## src/rtl/rvc_pkg.sv

```systemverilog
// Shared constants for the RVC fetch aligner: RV32I opcodes, NOP and
// compressed quadrant / funct3 encodings.
package rvc_pkg;

    localparam logic [6:0] OP_IMM = 7'b0010011;
    localparam logic [6:0] OP     = 7'b0110011;
    localparam logic [6:0] LOAD   = 7'b0000011;
    localparam logic [6:0] STORE  = 7'b0100011;
    localparam logic [6:0] BRANCH = 7'b1100011;
    localparam logic [6:0] JAL    = 7'b1101111;
    localparam logic [6:0] JALR   = 7'b1100111;
    localparam logic [6:0] LUI    = 7'b0110111;

    localparam logic [31:0] NOP = 32'h0000_0013;

    typedef enum logic [1:0] {
        Q0 = 2'b00,
        Q1 = 2'b01,
        Q2 = 2'b10,
        Q3 = 2'b11
    } quad_e;

    typedef enum logic [2:0] {
        F3_ADDI4SPN_ADDI_SLLI = 3'b000,
        F3_JAL                = 3'b001,
        F3_LW_LI_LWSP         = 3'b010,
        F3_LUI                = 3'b011,
        F3_ALU_MISC           = 3'b100,
        F3_J                  = 3'b101,
        F3_SW_BEQZ_SWSP       = 3'b110,
        F3_BNEZ               = 3'b111
    } cf3_e;

endpackage

```

## src/rtl/rvc_expand.sv

```systemverilog
// Combinational RVC -> RV32I expander.
// Define RVC_FULL_EN to add C.LI/LUI/ADDI16SP/ADDI4SPN/LWSP/SWSP/SUB/XOR/OR/AND/EBREAK.
module rvc_expand
    import rvc_pkg::*;
(
    input  logic [15:0] half,
    output logic [31:0] inst,
    output logic        jal,
    output logic        jalr,
    output logic        illegal
);

    quad_e       q;
    cf3_e        f3;
    logic [4:0]  rd;
    logic [4:0]  rs2;
    logic [4:0]  rs1p;
    logic [4:0]  rs2p;
    logic [11:0] imm6;
    logic [11:0] mem_w;
    logic [20:0] jimm;
    logic [12:0] bimm;

    assign q     = quad_e'(half[1:0]);
    assign f3    = cf3_e'(half[15:13]);
    assign rd    = half[11:7];
    assign rs2   = half[6:2];
    assign rs1p  = {2'b01, half[9:7]};
    assign rs2p  = {2'b01, half[4:2]};
    assign imm6  = {{7{half[12]}}, half[6:2]};
    assign mem_w = {5'b0, half[5], half[12:10], half[6], 2'b00};
    assign jimm  = {{9{half[12]}}, half[12], half[8], half[10:9], half[6],
                    half[7], half[2], half[11], half[5:3], 1'b0};
    assign bimm  = {{4{half[12]}}, half[12], half[6:5], half[2],
                    half[11:10], half[4:3], 1'b0};

`ifdef RVC_FULL_EN
    logic [11:0] a4_imm;
    logic [11:0] a16_imm;
    logic [11:0] lwsp_imm;
    logic [11:0] swsp_imm;
    logic [19:0] lui_imm;
    logic [2:0]  alu_f3;

    assign a4_imm   = {2'b0, half[10:7], half[12:11], half[5], half[6], 2'b00};
    assign a16_imm  = {{2{half[12]}}, half[12], half[4:3], half[5], half[2],
                       half[6], 4'b0};
    assign lwsp_imm = {4'b0, half[3:2], half[12], half[6:4], 2'b00};
    assign swsp_imm = {4'b0, half[8:7], half[12:9], 2'b00};
    assign lui_imm  = {{14{half[12]}}, half[12], half[6:2]};
    assign alu_f3   = (half[6:5] == 2'b00) ? 3'b000 :
                      (half[6:5] == 2'b01) ? 3'b100 :
                      (half[6:5] == 2'b10) ? 3'b110 : 3'b111;
`endif

    always_comb begin
        inst    = NOP;
        jal     = 1'b0;
        jalr    = 1'b0;
        illegal = 1'b0;
        case (q)
            Q0: case (f3)
`ifdef RVC_FULL_EN
                F3_ADDI4SPN_ADDI_SLLI: begin
                    illegal = (half[12:5] == 8'd0);
                    inst = {a4_imm, 5'd2, 3'b000, rs2p, OP_IMM};
                end
`endif
                F3_LW_LI_LWSP:
                    inst = {mem_w, rs1p, 3'b010, rs2p, LOAD};
                F3_SW_BEQZ_SWSP:
                    inst = {mem_w[11:5], rs2p, rs1p, 3'b010, mem_w[4:0], STORE};
                default: illegal = 1'b1;
            endcase
            Q1: case (f3)
                F3_ADDI4SPN_ADDI_SLLI:
                    inst = {imm6, rd, 3'b000, rd, OP_IMM};
                F3_JAL: begin
                    jal  = 1'b1;
                    inst = {jimm[20], jimm[10:1], jimm[11], jimm[19:12], 5'd1, JAL};
                end
                F3_J:
                    inst = {jimm[20], jimm[10:1], jimm[11], jimm[19:12], 5'd0, JAL};
                F3_SW_BEQZ_SWSP:
                    inst = {bimm[12], bimm[10:5], 5'd0, rs1p, 3'b000,
                            bimm[4:1], bimm[11], BRANCH};
                F3_BNEZ:
                    inst = {bimm[12], bimm[10:5], 5'd0, rs1p, 3'b001,
                            bimm[4:1], bimm[11], BRANCH};
`ifdef RVC_FULL_EN
                F3_LW_LI_LWSP:
                    inst = {imm6, 5'd0, 3'b000, rd, OP_IMM};
                F3_LUI: begin
                    // rd=x2 selects C.ADDI16SP; a zero immediate is reserved for both
                    illegal = ({half[12], half[6:2]} == 6'd0);
                    if (rd == 5'd2)
                        inst = {a16_imm, 5'd2, 3'b000, 5'd2, OP_IMM};
                    else
                        inst = {lui_imm, rd, LUI};
                end
`endif
                F3_ALU_MISC: case (half[11:10])
                    2'b00: begin
                        illegal = half[12];
                        inst = {7'b0000000, rs2, rs1p, 3'b101, rs1p, OP_IMM};
                    end
                    2'b01: begin
                        illegal = half[12];
                        inst = {7'b0100000, rs2, rs1p, 3'b101, rs1p, OP_IMM};
                    end
                    2'b10:
                        inst = {imm6, rs1p, 3'b111, rs1p, OP_IMM};
                    default: begin
`ifdef RVC_FULL_EN
                        illegal = half[12];
                        inst = {1'b0, half[6:5] == 2'b00, 5'b0, rs2p, rs1p,
                                alu_f3, rs1p, OP};
`else
                        illegal = 1'b1;
`endif
                    end
                endcase
                default: illegal = 1'b1;
            endcase
            Q2: case (f3)
                F3_ADDI4SPN_ADDI_SLLI: begin
                    illegal = half[12];
                    inst = {7'b0000000, rs2, rd, 3'b001, rd, OP_IMM};
                end
`ifdef RVC_FULL_EN
                F3_LW_LI_LWSP: begin
                    illegal = (rd == 5'd0);
                    inst = {lwsp_imm, 5'd2, 3'b010, rd, LOAD};
                end
                F3_SW_BEQZ_SWSP:
                    inst = {swsp_imm[11:5], rs2, 5'd2, 3'b010, swsp_imm[4:0], STORE};
`endif
                F3_ALU_MISC: begin
                    if (!half[12]) begin
                        if (rs2 != 5'd0)
                            inst = {7'b0, rs2, 5'd0, 3'b000, rd, OP};
                        else begin
                            illegal = (rd == 5'd0);
                            inst = {12'b0, rd, 3'b000, 5'd0, JALR};
                        end
                    end else if (rs2 != 5'd0) begin
                        inst = {7'b0, rs2, rd, 3'b000, rd, OP};
                    end else if (rd != 5'd0) begin
                        jalr = 1'b1;
                        inst = {12'b0, rd, 3'b000, 5'd1, JALR};
                    end else begin
`ifdef RVC_FULL_EN
                        inst = 32'h0010_0073;
`else
                        illegal = 1'b1;
`endif
                    end
                end
                default: illegal = 1'b1;
            endcase
            default: illegal = 1'b1;
        endcase
        if (illegal) begin
            inst = NOP;
            jal  = 1'b0;
            jalr = 1'b0;
        end
    end

endmodule

```

## src/rtl/rvc_fetch_aligner.sv

```systemverilog
// Halfword FIFO that aligns 32-bit fetch words into whole RV32IC instructions.
// Compressed expansion set is widened by defining RVC_FULL_EN.
module rvc_fetch_aligner
    import rvc_pkg::*;
#(
    parameter int BUF_HW = 4,
    parameter int PC_W   = 32
) (
    input  logic            clk,
    input  logic            rst,
    input  logic            fetch_valid,
    output logic            fetch_ready,
    input  logic [31:0]     fetch_data,
    input  logic            flush,
    input  logic [PC_W-1:0] flush_pc,
    output logic            out_valid,
    input  logic            out_ready,
    output logic [31:0]     out_inst,
    output logic [PC_W-1:0] out_pc,
    output logic            out_is_comp,
    output logic            out_jal,
    output logic            out_jalr,
    output logic            out_illegal
);

    localparam int AW = $clog2(BUF_HW);
    localparam int CW = AW + 1;

    logic [15:0]     mem [BUF_HW];
    logic [AW-1:0]   rd_ptr;
    logic [AW-1:0]   wr_ptr;
    logic [CW-1:0]   count;
    logic [PC_W-1:0] head_pc;
    logic            drop;

    logic [15:0]     head;
    logic [15:0]     second;
    logic            is32;
    logic            avail;
    logic            pop;
    logic            push;
    logic [CW-1:0]   need;
    logic [CW-1:0]   pop_n;
    logic [CW-1:0]   push_n;
    logic [CW-1:0]   free_after;
    logic [31:0]     x_inst;
    logic            x_jal;
    logic            x_jalr;
    logic            x_ill;

    assign head       = mem[rd_ptr];
    assign second     = mem[rd_ptr + AW'(1)];
    assign is32       = (head[1:0] == 2'b11);
    assign need       = is32 ? CW'(2) : CW'(1);
    assign avail      = !rst && (count >= need);
    assign pop        = avail && out_ready;
    assign pop_n      = pop ? need : '0;
    assign free_after = CW'(BUF_HW) - count + pop_n;
    assign fetch_ready = !rst && !flush && (free_after >= CW'(2));
    assign push       = fetch_valid && fetch_ready;
    assign push_n     = push ? (drop ? CW'(1) : CW'(2)) : '0;

    rvc_expand u_expand (
        .half    (head),
        .inst    (x_inst),
        .jal     (x_jal),
        .jalr    (x_jalr),
        .illegal (x_ill)
    );

    assign out_valid   = avail;
    assign out_inst    = !avail ? '0 : (is32 ? {second, head} : x_inst);
    assign out_pc      = avail ? head_pc : '0;
    assign out_is_comp = avail && !is32;
    assign out_jal     = avail && !is32 && x_jal;
    assign out_jalr    = avail && !is32 && x_jalr;
    assign out_illegal = avail && !is32 && x_ill;

    // Storage carries no reset; validity is tracked purely by count
    always_ff @(posedge clk) begin
        if (!rst && !flush && push) begin
            if (drop) begin
                mem[wr_ptr] <= fetch_data[31:16];
            end else begin
                mem[wr_ptr]          <= fetch_data[15:0];
                mem[wr_ptr + AW'(1)] <= fetch_data[31:16];
            end
        end
    end

    always_ff @(posedge clk) begin
        if (rst) begin
            rd_ptr  <= '0;
            wr_ptr  <= '0;
            count   <= '0;
            head_pc <= '0;
            drop    <= 1'b0;
        end else if (flush) begin
            rd_ptr  <= '0;
            wr_ptr  <= '0;
            count   <= '0;
            head_pc <= flush_pc & ~PC_W'(1);
            drop    <= flush_pc[1];
        end else begin
            if (push) begin
                wr_ptr <= wr_ptr + push_n[AW-1:0];
                drop   <= 1'b0;
            end
            if (pop) begin
                rd_ptr  <= rd_ptr + pop_n[AW-1:0];
                head_pc <= head_pc + (is32 ? PC_W'(4) : PC_W'(2));
            end
            count <= count + push_n - pop_n;
        end
    end

endmodule
```

## config.mk

```make
export PLATFORM = sky130hd
export DESIGN_NAME = rvc_fetch_aligner
export DESIGN_NICKNAME = d
export VERILOG_FILES = /design/src/rtl/rvc_pkg.sv /design/src/rtl/rvc_expand.sv /design/src/rtl/rvc_fetch_aligner.sv
export SDC_FILE = /design/constraint.sdc
export NUM_CORES = 1
export LEC_CHECK = 0
export ABC_AREA = 1
export CORE_MARGIN = 2
export CORE_UTILIZATION = 27
export DETAILED_ROUTE_END_ITERATION = 10
export PLACE_DENSITY = 0.43
export SLEW_MARGIN = 10
export SYNTH_ARGS = -nofsm -noshare
export SYNTH_HDL_FRONTEND = slang
export SYNTH_SLANG_ARGS = --single-unit
```

## constraint.sdc

```tcl
create_clock -name clk -period 10.4 [get_ports clk]
set_input_delay 2.08 -clock clk [delete_from_list [all_inputs] [get_ports clk]]
set_output_delay 2.08 -clock clk [all_outputs]
set_load 0.01 [all_outputs]
```

==> summary.md <==
The run finished with clean final reports. Clock-pin slew was measured on the worst setup and hold paths at 80 ps. The area of the core was 0.02972 mm². The slew at the pin closest to its max-slew limit works out to 1074 ps.

Library cell occupying the most area in the post-synthesis netlist: sky130_fd_sc_hd__edfxtp_1. The area growth from synthesis to layout is 23.28%. The path with the worst hold slack has its endpoint at head_pc[29].

The initial utilization of the core area, before any placement, comes to 27.51%. Timing would allow up to 130.2 MHz. The run gives 8320 ps as the required time at the endpoint of the critical path.

The leading cell type by number of instances after synthesis was sky130_fd_sc_hd__nand2_1. TritonCTS built the clock tree. For the number of slew-limit violations in the final report, the log shows 0. Buffers inserted during clock tree synthesis total 9. The post-route clock period utilization is 73.88%, and the proportion of total power due to net switching is 34.55%. The post-CTS resize count was 0.

In this run the power density over the cells is 113.1 mW/mm². For this run, the register share of the synthesized area comes to 33.55%. The combinational share of power came out at 25.9%. The worst hold path begins at head_pc[29]. The run gives 0 as the number of failing setup endpoints in the final timing report. When the netlist entered floorplanning its net count stood at 1,295.

Buffers placed on the I/O ports in this run total 136. During I/O placement, the number of pins put on the boundary was 139. For the slack of the worst reg-to-reg path, the log shows 2880 ps.

The floorplan step set the die height to 178.0 µm. The endpoint identified for the worst register-to-register timing path is mem[1][7]. The share of cells above drive strength 1 was 7.692%.

The HPWL after detailed placement came out at 21.67 mm. The first global-routing pass estimated 44.45 mm of wire. The tools report the type of destination of the critical path as an output port. In the synthesized netlist the dominant register cell turns out to be sky130_fd_sc_hd__edfxtp_1.

The via count of the first global-routing pass was 7,628; the die width was 178.0 µm. The pin count of the biggest net entering global routing was 58. The run gives 360 ps as the clock insertion delay at the later pin of the skew report.

Along the worst hold path, the cell count comes to 2. At the end of routability-driven placement, the weighted congestion stood at 0.8715. In this run the static leakage power is 3.990 nW. The H-tree was split into 3 levels. Setup repair after global routing left no endpoint under its margin.

The tool flagged a number of max-cap violations equal to 0. STA classifies the critical path startpoint as a register. The tools report the relative max-transition margin as 28.21%.

The repair_antennas step left the layout with diodes totalling 0. The minimum period implied by the final worst setup slack works out to 7683 ps. The number of antenna violations at the first check in global routing was 0; the mean post-synth cell area was 6.733 µm². After detailed routing, the average wire length per cell comes to 17.12 µm.

The routed wire length was 29.15 mm. The tools report the total number of yosys warnings as 0. The worst hold slack after final layout came out at 493.6 ps. The final layout contains 1,389 nets. Across the VDD grid, the largest voltage drop is 0.08277 mV. In this run the worst hold path is classified as reg -> reg. Across the routed clock network, the largest skew measured is 11.17 ps. The final-report hold violation count is 0, and the accumulated negative setup slack is 0 ps. Ranked by instance count, the synthesized netlist is headed by sky130_fd_sc_hd__nand2_1, sky130_fd_sc_hd__inv_1, sky130_fd_sc_hd__o21ai_0, sky130_fd_sc_hd__nor2_1, sky130_fd_sc_hd__nand3_1. The run gives 105 as the total number of clock tree sinks. The synthesis-stage register bit count works out to 105.

The maximum clock insertion buffer count came out at 2. In this run the post-CTS setup repair buffer count came out at 0. The clock root buffer is sky130_fd_sc_hd__clkbuf_16.

The via-per-instance ratio was 4.846; the number of routed nets with antenna violations was 0. Before antenna repair, the detailed router went through 5 iterations. The logs give 1,214 for the cell count after synthesis and 5600 ps for the critical path arrival. The maximum fanout encountered on the critical timing path was 22; the number of cells on the worst reg-to-reg path was 24. The clock power share came out at 32.1%. The classification of the worst setup path is reg -> out.

After clock tree synthesis, the flow added hold-fix buffers numbering 0. Yosys attributes the largest share of cell area to sky130_fd_sc_hd__edfxtp_1, sky130_fd_sc_hd__nand2_1, sky130_fd_sc_hd__dfxtp_1. The fraction of post-synthesis cell area in the top cell type by area is 23.51%.

The internal portion of the total power is 0.7459 mW. For the total net switching power, the log shows 0.3937 mW. The number of different library cells used by synthesis comes to 51. The overall track demand over capacity in global routing is 18.31%, and the count of flip-flops with a built-in enable after synthesis is 64. The total vias in the final route is 8,252, and the DRC violation count after routing is 0. The run gives 42.0% as the proportion of power drawn by flip-flops and latches. The row count is 63, and the fraction of registers with async set or reset after synthesis is 0%. After global routing the overflow that remains totals 0.

The number of DRC markers in iteration 0 was 547; the post-synthesis instance area was 0.008174 mm². The die covers 0.03168 mm².
-- how the worst max path moves through the flow --
stage | endpoint | slack, ps
floorplan | fetch_ready | 4730
global placement | mem[1][6] | 2610
detailed placement | mem[1][6] | 2580
CTS | fetch_ready | 2670
global route | mem[2][2] | 2260
finish | fetch_ready | 2720
-- per-layer routing --
metal / share of wire [%] / up-vias / track usage, %
met1: 49 / 3788 / 25.94
met4: 1.2 / 0 / 3.723
li1: - / 4215 / -
met5: 0 / - / 0
met2: 45 / 228 / 29.72
met3: 4.8 / 21 / 2.515
-- critical path, stage by stage, from the launching register on --
cell	delay, ps
sky130_fd_sc_hd__dfxtp_1	890
sky130_fd_sc_hd__inv_2	430
sky130_fd_sc_hd__nand3_2	210
sky130_fd_sc_hd__nand2_4	120
sky130_fd_sc_hd__nor2_8	350
sky130_fd_sc_hd__inv_2	330
sky130_fd_sc_hd__ha_1	370
sky130_fd_sc_hd__o21ai_0	80
sky130_fd_sc_hd__nand3_1	90
sky130_fd_sc_hd__nand2_2	60
sky130_fd_sc_hd__inv_2	220
sky130_fd_sc_hd__nand2_1	340
sky130_fd_sc_hd__nor2_1	340
sky130_fd_sc_hd__inv_1	100
sky130_fd_sc_hd__fa_1	410
sky130_fd_sc_hd__xor2_1	150
sky130_fd_sc_hd__nand2_1	50
sky130_fd_sc_hd__nand2_1	50
sky130_fd_sc_hd__inv_2	70
sky130_fd_sc_hd__clkdlybuf4s50_1	540
-- state kept, by name, indices dropped and copies added (netlist names), named ones only --
signal   count
count        3
drop         1
mem         64
rd_ptr       2
head_pc     31
wr_ptr       2
-- final cells by class --
class,count,area [µm²]
clock buffer,9,225.2
sequential,105,2743
timing repair buffer,141,1399
multi-input combinational,913,4611
clock inverter,7,88.84
inverter,138,523.0
tap,390,488.0
fill,3219,19640
-- power by group through the flow --
stage / logic, mW / clock network [mW] / registers (mW)
after floorplan: 0.187 / 0 / 0.482
after global placement: 0.296 / 0 / 0.489
after detailed placement: 0.297 / 0 / 0.488
after CTS: 0.298 / 0.375 / 0.479
after global routing: 0.330 / 0.391 / 0.481
final: 0.296 / 0.365 / 0.479
-- cells by family (layout without fill, tap and decap cells) --
| family | count (synthesis) | in the layout | synth area share, % |
|---|---|---|---|
| xor+xnor | 18 | 18 | 1.929 |
| compound gates | 256 | 256 | 18.46 |
| fa+ha+maj | 12 | 12 | 2.204 |
| simple gates | 626 | 626 | 33.58 |
| flops | 105 | 105 | 33.55 |
| buf+inv | 196 | 295 | 10.22 |
| other cells | 1 | 1 | 0.04588 |
-- cell usage in the layout (no fill, tap or decap), drive strengths merged, types with 22 or more instances in the layout --
cell type / n
nand2: 393
nor2: 109
dfxtp: 41
clkdlybuf4s50: 136
o21ai: 128
nor3: 22
inv: 139
a21oi: 61
edfxtp: 64
nand3: 76
-- stage by stage --
step	worst slack (ps)	util [%]	cells	power, mW	area (µm²)
floorplan	4728	-	1214	0.6688	8174
global placement	2606	32.85	1687	0.7844	9763
detailed placement	2576	32.85	1687	0.7848	9763
CTS	2665	33.91	1703	1.151	10080
global route	2265	33.91	1703	1.202	10080
finish	2717	33.91	1703	1.140	10080
Note: power is estimated with default switching activity, not from simulation.
